==> config.mk <==
export PLATFORM = sky130hd
export DESIGN_NAME = servo_pwm_multi
export DESIGN_NICKNAME = d
export VERILOG_FILES = /design/src/rtl/servo_pkg.sv /design/src/rtl/servo_channel.sv /design/src/rtl/servo_pwm_multi.sv
export SDC_FILE = /design/constraint.sdc
export NUM_CORES = 1
export LEC_CHECK = 0
export CORE_MARGIN = 2
export CORE_UTILIZATION = 48
export CTS_CLUSTER_DIAMETER = 80
export DETAILED_ROUTE_END_ITERATION = 7
export PLACE_DENSITY = 0.75
export REMOVE_ABC_BUFFERS = 1
export SLEW_MARGIN = 10
export SYNTH_ARGS = -nofsm -noshare
export SYNTH_HDL_FRONTEND = slang
export SYNTH_HIERARCHICAL = 1
export SYNTH_SLANG_ARGS = --single-unit
==> constraint.sdc <==
create_clock -name clock_clk -period 3.65 [get_ports clock_clk]
set_input_delay 0.73 -clock clock_clk [delete_from_list [all_inputs] [get_ports clock_clk]]
set_output_delay 0.73 -clock clock_clk [all_outputs]
set_load 0.05 [all_outputs]
==> src/rtl/servo_pkg.sv <==
// Shared timing defaults and the channel-select width helper for the servo PWM block.
package servo_pkg;

   localparam int DEF_CNT_W         = 32;
   localparam int DEF_PERIOD_CYCLES = 1000000;
   localparam int DEF_MIN_PULSE     = 50000;
   localparam int DEF_MAX_PULSE     = 100000;
   localparam int DEF_RAMP_STEP     = 500;

   function automatic int chanWidth(input int nCh);
      return (nCh > 1) ? $clog2(nCh) : 1;
   endfunction

endpackage

==> src/rtl/servo_channel.sv <==
// One servo channel: clamped target register, frame-synchronous active width and registered PWM.
// Optional ramping of the active width is enabled with SERVO_RAMP_EN.
module servo_channel
   import servo_pkg::*;
#(
   parameter int CNT_W       = DEF_CNT_W,
   parameter int MIN_PULSE   = DEF_MIN_PULSE,
   parameter int MAX_PULSE   = DEF_MAX_PULSE,
`ifdef SERVO_RAMP_EN
   parameter int RAMP_STEP   = DEF_RAMP_STEP,
`endif
   parameter int RESET_WIDTH = 0
) (
   input  logic             i_clock,
   input  logic             i_reset_low,
   input  logic             i_wr_en,
   input  logic [CNT_W-1:0] i_wr_width,
   input  logic             i_update,
   input  logic [CNT_W-1:0] i_count,
   output logic             o_pwm,
   output logic             o_at_target
);

   logic [CNT_W-1:0] r_target;
   logic [CNT_W-1:0] r_active;
   logic             r_pwm;
   logic [CNT_W-1:0] w_clamped;
   logic [CNT_W-1:0] w_next_active;

   // Zero means "off" and must survive the lower clamp untouched.
   always_comb begin
      w_clamped = i_wr_width;
      if (i_wr_width == '0) begin
         w_clamped = '0;
      end else if (i_wr_width < CNT_W'(MIN_PULSE)) begin
         w_clamped = CNT_W'(MIN_PULSE);
      end else if (i_wr_width > CNT_W'(MAX_PULSE)) begin
         w_clamped = CNT_W'(MAX_PULSE);
      end
   end

`ifdef SERVO_RAMP_EN
   // Switching a channel on or off is immediate; only live-to-live changes are rate limited.
   always_comb begin
      w_next_active = r_target;
      if (r_target != '0 && r_active != '0) begin
         if (r_target > r_active) begin
            if (r_target - r_active > CNT_W'(RAMP_STEP)) begin
               w_next_active = r_active + CNT_W'(RAMP_STEP);
            end
         end else if (r_active - r_target > CNT_W'(RAMP_STEP)) begin
            w_next_active = r_active - CNT_W'(RAMP_STEP);
         end
      end
   end
`else
   assign w_next_active = r_target;
`endif

   always_ff @(posedge i_clock or negedge i_reset_low) begin
      if (!i_reset_low) begin
         r_target <= CNT_W'(RESET_WIDTH);
         r_active <= CNT_W'(RESET_WIDTH);
         r_pwm    <= 1'b0;
      end else begin
         if (i_wr_en) begin
            r_target <= w_clamped;
         end
         if (i_update) begin
            r_active <= w_next_active;
         end
         r_pwm <= (i_count < r_active);
      end
   end

   assign o_pwm       = r_pwm;
   assign o_at_target = (r_active == r_target);

endmodule

==> src/rtl/servo_pwm_multi.sv <==
// Multi-channel servo PWM: shared frame counter, command handshake and channel decode.
// Define SERVO_RAMP_EN to rate-limit active width changes by RAMP_STEP per frame.
module servo_pwm_multi
   import servo_pkg::*;
#(
   parameter int N_CH          = 4,
   parameter int CNT_W         = DEF_CNT_W,
   parameter int PERIOD_CYCLES = DEF_PERIOD_CYCLES,
   parameter int MIN_PULSE     = DEF_MIN_PULSE,
   parameter int MAX_PULSE     = DEF_MAX_PULSE,
   parameter int RESET_WIDTH   = 0,
   parameter int RAMP_STEP     = DEF_RAMP_STEP,
   localparam int CH_W         = chanWidth(N_CH)
) (
   input  logic             clock_clk,
   input  logic             reset_low,
   input  logic             cmd_valid,
   output logic             cmd_ready,
   input  logic [CH_W-1:0]  cmd_chan,
   input  logic [CNT_W-1:0] cmd_width,
   output logic             cmd_err,
   output logic             frame_start,
   output logic [N_CH-1:0]  pwm_out,
   output logic [N_CH-1:0]  at_target
);

   localparam logic [CNT_W-1:0] LAST_COUNT = CNT_W'(PERIOD_CYCLES - 1);

   logic [CNT_W-1:0] r_count;
   logic             r_cmd_err;
   logic             r_frame_start;
   logic             w_last;
   logic             w_accept;
   logic             w_bad_chan;
   logic [N_CH-1:0]  w_wr_en;

   // Commands are held off on the update cycle so a write never races the target-to-active copy.
   assign w_last     = (r_count == LAST_COUNT);
   assign cmd_ready  = reset_low && !w_last;
   assign w_accept   = cmd_valid && cmd_ready;
   assign w_bad_chan = (32'(cmd_chan) >= N_CH);

   always_ff @(posedge clock_clk or negedge reset_low) begin
      if (!reset_low) begin
         r_count       <= '0;
         r_cmd_err     <= 1'b0;
         r_frame_start <= 1'b0;
      end else begin
         r_count       <= w_last ? '0 : r_count + CNT_W'(1);
         r_cmd_err     <= w_accept && w_bad_chan;
         r_frame_start <= (r_count == '0);
      end
   end

   assign cmd_err     = r_cmd_err;
   assign frame_start = r_frame_start;

   for (genvar i = 0; i < N_CH; i++) begin : g_ch
      assign w_wr_en[i] = w_accept && !w_bad_chan && (cmd_chan == CH_W'(i));

      servo_channel #(
         .CNT_W       (CNT_W),
         .MIN_PULSE   (MIN_PULSE),
         .MAX_PULSE   (MAX_PULSE),
`ifdef SERVO_RAMP_EN
         .RAMP_STEP   (RAMP_STEP),
`endif
         .RESET_WIDTH (RESET_WIDTH)
      ) u_channel (
         .i_clock     (clock_clk),
         .i_reset_low (reset_low),
         .i_wr_en     (w_wr_en[i]),
         .i_wr_width  (cmd_width),
         .i_update    (w_last),
         .i_count     (r_count),
         .o_pwm       (pwm_out[i]),
         .o_at_target (at_target[i])
      );
   end

endmodule
==> impl_metrics.json <==
{
  "outcome": "completed",
  "setup_viol": 0,
  "netlist.area_leader.share_pct": 45.14,
  "final_max_slew_viol_count": 0,
  "cpMostUsedCell": "buf_4",
  "drt-total-wl_um": 44800,
  "reg2reg_depth": 9,
  "die_y_um": 188.0,
  "synth.yosys.seq_area_share_pct": 45.14,
  "total_leakage_power_nw": 8.936,
  "io_pins": 48,
  "cts_buffers": 31,
  "clkSlewWorstSetupHoldPaths_ps": 60,
  "end_kind": "output pin",
  "critical-path-max-stage-delay_ps": 680,
  "drive_above_1_share_pct": 7.832,
  "rsz0062_at_grt": "false",
  "placed_area_mm2": 0.01753,
  "routedWlPerCell_um": 20.25,
  "path_class": "register to output pin",
  "critPathLaunchType": "register",
  "critPathArrivalTime_ps": 2830,
  "synth_warnings": 6,
  "synth_area_mm2": 0.01624,
  "min_path_type": "input pin to async pin",
  "drtIter0Drc": 1146,
  "synth_most_common_cell": "dfrtp_1",
  "grt_overflow_total": 0,
  "dieArea_mm2": 0.03533,
  "synth_edf_count": 0,
  "clk-insertion-delay-late_ps": 570,
  "yosys-top-cells-area": "dfrtp_1 (45%), ha_1 (9.7%), xor2_1 (7.8%)",
  "start_util_pct": 48.56,
  "r2r-end": "g_ch[3].u_channel/r_target[9]",
  "slew_headroom_pct": 40.23,
  "fp.dieW_um": 188.0,
  "drt-pass1-iter-count": 5,
  "cp_slowest_cell": "dfrtp_1",
  "power.total_w": 0.006953,
  "grt_first_pass_wirelength_um": 71670,
  "vias_per_cell": 5.894,
  "tightest_slew_ps": 896.6,
  "area_growth_pct": 14.50,
  "drcViolationCount": 0,
  "hold_viol": 0,
  "rows": 67,
  "clockBufferDepth": 3,
  "cts_tree": "built",
  "fmax_mhz": 281.0,
  "synthCells": 1661,
  "grt_max_degree": 147,
  "cp_num_buf_inv": 2,
  "cts.repair.resized": 0,
  "synth_top_area_cell": "dfrtp_1",
  "dp_cells": 2154,
  "grt_pass1_vias": 12863,
  "antenna_found_initial": 2,
  "synth-seq-cells": 293,
  "cts_hold_buf": 0,
  "powerDensity_mw_per_mm2": 373.9,
  "synth_cell_types": 54,
  "final_cells": 2212,
  "core_mm2": 0.03345,
  "cap_violations": 0,
  "gp_congestion": 0.9136,
  "period_share_pct": 97.50,
  "vias": 13037,
  "rrSetupSlack_ps": 680,
  "ys_top_cells_by_count": "dfrtp_1 (293), nand2_1 (175), xor2_1 (145)",
  "design_area_mm2": 0.01860,
  "final_antenna_net_count": 0,
  "syn_area_per_cell_um2": 9.779,
  "synth-async-reset-ratio_pct": 100.0,
  "crit_family": "simple AND/OR/NAND/NOR gates",
  "worstPathCellList": "nor4_1 -> nand3_1 -> nor4_2 -> buf_4 -> nor2b_1 -> buf_4",
  "synthFlopType": "dfrtp_1",
  "post-route-min-period_ps": 3559,
  "dp_hpwl_um": 31370,
  "io_buffers": 46,
  "rr_startpoint": "r_count[23]",
  "htree_levels": 1,
  "nNetsFinal": 1902,
  "grt_usage_pct": 25.79,
  "worstPathRequired_ps": 2920,
  "cts_setup_buffers": 0,
  "worst-path-max-fanout": 10,
  "finClkSkew_ps": 13.20,
  "max-vdd-ir-drop_mv": 0.4467,
  "cts.sinks": 293,
  "clock-root-buffer": "clkbuf_16"
}
-- worst max path at each step --
| stage | endpoint | slack, ps | from | cells after the start |
|---|---|---|---|---|
| 2_1_floorplan | g_ch[0].u_channel/r_active[0] | -14450 | r_count[1] | 5 |
| 3_3_place_gp | g_ch[2].u_channel/r_target[5] | 590 | cmd_width[12] | 6 |
| 3_5_place_dp | g_ch[3].u_channel/r_target[9] | 520 | cmd_width[1] | 5 |
| 4_1_cts | at_target[0] | 20 | g_ch[0].u_channel/r_target[9] | 5 |
| 5_1_grt | at_target[1] | 20 | g_ch[1].u_channel/r_target[12] | 5 |
| 6_report | cmd_ready | 90 | r_count[23] | 6 |
-- state kept, by name, indices dropped and copies added (netlist names) --
register and count:
g_ch.u_channel/r_target 128, frame_start 1, r_count 32, g_ch.u_channel/r_active 128, g_ch.u_channel/o_pwm 4
-- area by class of cell --
type                    instances  area, um^2
fillers                      2906       14850
multi-input cells            1181        8227
flip-flops and latches        293        7332
repair buffers                 98       920.9
clock buffers                  45       888.4
well taps                     448       560.5
inverters                     134       503.0
clock inverters                11       161.4
diodes                          2       5.005
-- per-stage QoR --
step                hold WS, ps  setup WS [ps]  setup TNS [ps]  util, %
floorplan                 434.4         -14450        -1778480        -
global placement          499.6          589.0               0    52.41
detailed placement        503.3          516.6               0    52.41
CTS                       14.53          18.22               0    55.55
global route              19.37          22.89               0    55.59
finish                    21.24          91.13               0    55.60
-- layer usage --
layer  share of wire, %  wire length (um)  vias up  global-route usage, %
li1                   -                 -     6077                      -
met1                 44             19710     6389                  36.24
met2                 44             19840      472                  39.66
met3                8.3              3721       97                  5.390
met4                3.4              1516        2                  9.025
met5              0.029                13        -                      0
-- cell usage in the layout, fill, tap and decap left out, types with 23 or more instances in the layout --
master           count
o2bb2ai_1           24
nand3_1             23
nor2_1              58
a21oi_1             64
nor4_1              62
dfrtp_1            293
ha_1               126
o21ai_0            141
clkdlybuf4s50_1     42
nand4_1             41
xor2_1             145
nor3_1              46
nand2_1            175
a32o_1              28
inv_1              130
nor2b_1             70
clkbuf_16           31
buf_4               48
-- where the power goes --
part	internal, W	switching (W)
sequential	0.00329	0.0000539
combinational	0.000132	0.000229
clock	0.00196	0.00129
-- cell families after synthesis --
family,after synthesis,share of synthesized area (%)
buffers and inverters,187,4.437
xor gates and xnor gates,152,8.196
AOI/OAI and AO/OA,359,14.98
other,1,0.02309
adders and majority gates,126,9.706
DFF,293,45.14
and+or+nand+nor,539,17.24
muxes,4,0.2773
No activity file was read; power rests on OpenSTA's default activity.
==> variant: new RTL, same flow settings <==
`DEF_PERIOD_CYCLES`: 1000000 -> 500000.
--- a/src/rtl/servo_pkg.sv
+++ b/src/rtl/servo_pkg.sv
@@ -3,5 +3,5 @@
 
    localparam int DEF_CNT_W         = 32;
-   localparam int DEF_PERIOD_CYCLES = 1000000;
+   localparam int DEF_PERIOD_CYCLES = 500000;
    localparam int DEF_MIN_PULSE     = 50000;
    localparam int DEF_MAX_PULSE     = 100000;
Function: same outputs for any inputs over 4 cycles, from zero or initial values and one cycle with reset_low low; that may be too few to reach the edited logic, so the function may still have changed.
==> variant against the unedited design <==
Critical path depth decreased by 1; sequential cell count unchanged; routed wire length increased by 0.74%; setup slack improved by 13 ps; first-iteration DRC count decreased by 0.52%; total power increased by 2.0%; die area about the same; synthesized area about the same; cell area increased by 0.22%; critical endpoint is now at_target[2].
==> variant: results (changes against the unedited design) <==
outcome:
  status: "completed"  # unchanged
power:
  ir_drop_mv: 0.326  # was 0.447 mV
  power_switching_mw: 1.65  # was 1.57 mW
  p_leak_nw: 8.92  # was 8.94 nW
clock_tree:
  clkSlewWorstSetupHoldPaths_ps: 60  # about the same
  cts_buffers: 31  # unchanged
  htreeDepth: 1  # unchanged
  cts_buffer_depth: 3  # unchanged
  cts_root_buffer: "clkbuf_16"  # unchanged
  clock_latency_ps: 570  # about the same
placed_design:
  post-place-cells: 2155  # was 2154
  port_buffers: 46  # unchanged
  dpl.hpwl_um: 31500  # was 31400 um
  gp_congestion: 0.952  # was 0.914
  dpl_cell_area_sq_um: 17500  # about the same
routing:
  totalWireLength_um: 45100  # was 44800 um
  drtPass1Iterations: 5  # unchanged
  dr.first_iter.drc_count: 1140  # was 1146
  vias_per_cell: 5.92  # was 5.89
synth:
  avgSynthCellArea_sq_um: 9.83  # was 9.78 sq um
  ys_seq_area_share_pct: 45.2  # was 45.1%
  synthArstFlopShare_pct: 100  # unchanged
  ys_warn_count: 6  # unchanged
  yosysUniqueCellTypes: 54  # unchanged
  yosys-top-cells-area: "dfrtp_1 (45%), ha_1 (9.7%), xor2_1 (7.6%), o21ai_0 (4.2%), nand2_1 (4.0%)"  # was dfrtp_1 (45%), ha_1 (9.7%), xor2_1 (7.8%), o21ai_0 (4.3%), nand2_1 (4.0%)
  synth_common_cells: "dfrtp_1 (293), nand2_1 (173), xor2_1 (141), o21ai_0 (136), inv_1 (130)"  # was dfrtp_1 (293), nand2_1 (175), xor2_1 (145), o21ai_0 (141), inv_1 (130)
worst_setup_path:
  critPathSlowestCell: "clkdlybuf4s50_1"  # was dfrtp_1
  cp_top_family: "buffers and inverters"  # was simple AND/OR/NAND/NOR gates
  max_stage_delay_ps: 830  # was 680 ps
  critPathMaxFanout: 3  # was 10
  rr_startpoint: "r_count[19]$_DFF_PN0_"  # was r_count[23]$_DFF_PN0_
  arrival_ps: 2820  # was 2830 ps
  cp-startpoint: "g_ch[2].u_channel/r_target[1]$_DFFE_PN0P_"  # was r_count[23]$_DFF_PN0_
global_route:
  grt_pass1_wl_um: 71200  # was 71700 um
  track_usage_pct: 25.6  # was 25.8%
  antenna_found_initial: 0  # was 2
  grt_max_degree: 134  # was 147
  grt_pass1_vias: 12800  # was 12900
flow_run:
  maxCapViolations: 0  # unchanged
layout:
  instances_no_fill: 2213  # was 2212
  fin_nets: 1903  # was 1902
  drive_above_1_share_pct: 8.56  # was 7.83%
  diodes: 0  # was 2
  reg.largest.list: "g_ch.u_channel/r_active (128), g_ch.u_channel/r_target (128), r_count (32)"  # unchanged
  fillers: 2845  # was 2906
sta:
  fin_skew_ps: 23.3  # was 13.2 ps
  slew_headroom_pct: 35.2  # was 40.2%
  finalCritPeriodShare_pct: 97.1  # was 97.5%
worst_hold_path:
  hold_path.class: "input port to async pin"  # unchanged
[variant: cell types whose count changed in the layout (fill, tap and decap cells not counted), moves of 5 or more]
cell / before / now
buf_4: 48 / 61
nor3_2: 7 / 1
nor4_1: 62 / 68
o21ai_0: 141 / 136
xnor2_1: 7 / 15
[variant: layout make-up]
class,instances,area share [%]
clock buffer,37,4.39
clock inverter,21,1.46
inverter,134,2.70
multi-input combinational,1172,44.0
sequential,293,39.3
tap,448,3.01
timing repair buffer,108,5.13
[variant: kinds of logic (layout without fill, tap and decap cells)]
family                     count (synthesis)  in the layout  synth area share (%)
and+or+nand+nor                          533            533                  17.0
adders and majority gates                126            126                  9.71
muxes                                      4              4                 0.277
buffers and inverters                    186            300                  4.56
other                                      1              1                0.0231
DFF                                      293            293                  45.2
AOI/OAI and AO/OA                        352            352                  14.8
xor gates and xnor gates                 156            156                  8.42
[variant: final timing paths]
kind	end	slack, ps	depth (start not counted)
hold / removal	g_ch[2].u_channel/r_target[20]$_DFFE_PN0P_	60	1
setup / recovery	at_target[2]	100	5
hold reg to reg	g_ch[3].u_channel/r_active[20]$_DFFE_PN0P_	520	2
max in group asynchronous	g_ch[2].u_channel/r_active[9]$_DFFE_PN0P_	1600	3
min in group clock_clk	g_ch[3].u_channel/r_active[20]$_DFFE_PN0P_	520	2
setup reg to reg	g_ch[0].u_channel/r_target[12]$_DFFE_PN0P_	500	7
[variant: metal layers]
metal	share of wire [%]	track usage [%]	up-vias
met5	0	0	-
met4	3.8	8.48	0
met3	7.2	3.48	119
met2	44	40.7	476
met1	45	36.4	6452
li1	-	-	6048
[variant: repair_timing]
item | CTS | global route
buffers inserted | 0 | 0
gates resized for setup | 1 | 1
endpoints found under the setup margin | 1 | 2
pin swaps | 0 | 1
[variant: worst reg2reg max path, stage by stage, from the launching register on]
cell and delay [ps]:
dfrtp_1 750, nor4_1 160, nand4_1 230, nor3_4 130
nor4_2 600, clkinv_1 450, nor2_1 480, a32o_1 260
[variant: through the flow]
stage	TNS, ps	setup WS, ps	util (%)
after floorplan	-1581090	-7710	-
after global placement	0	436	52.4
after detailed placement	0	414	52.4
after CTS	0	36.0	55.7
after global routing	0	42.9	55.7
final	0	104	55.7
[variant: power groups by stage]
| stage | registers (mW) | clock network (mW) | logic, mW |
|---|---|---|---|
| finish | 3.35 | 3.39 | 0.360 |
| global route | 3.35 | 3.56 | 0.392 |
| CTS | 3.34 | 3.43 | 0.360 |
| detailed placement | 3.40 | 0 | 0.357 |
| global placement | 3.40 | 0 | 0.351 |
| floorplan | 3.38 | 0 | 0.136 |
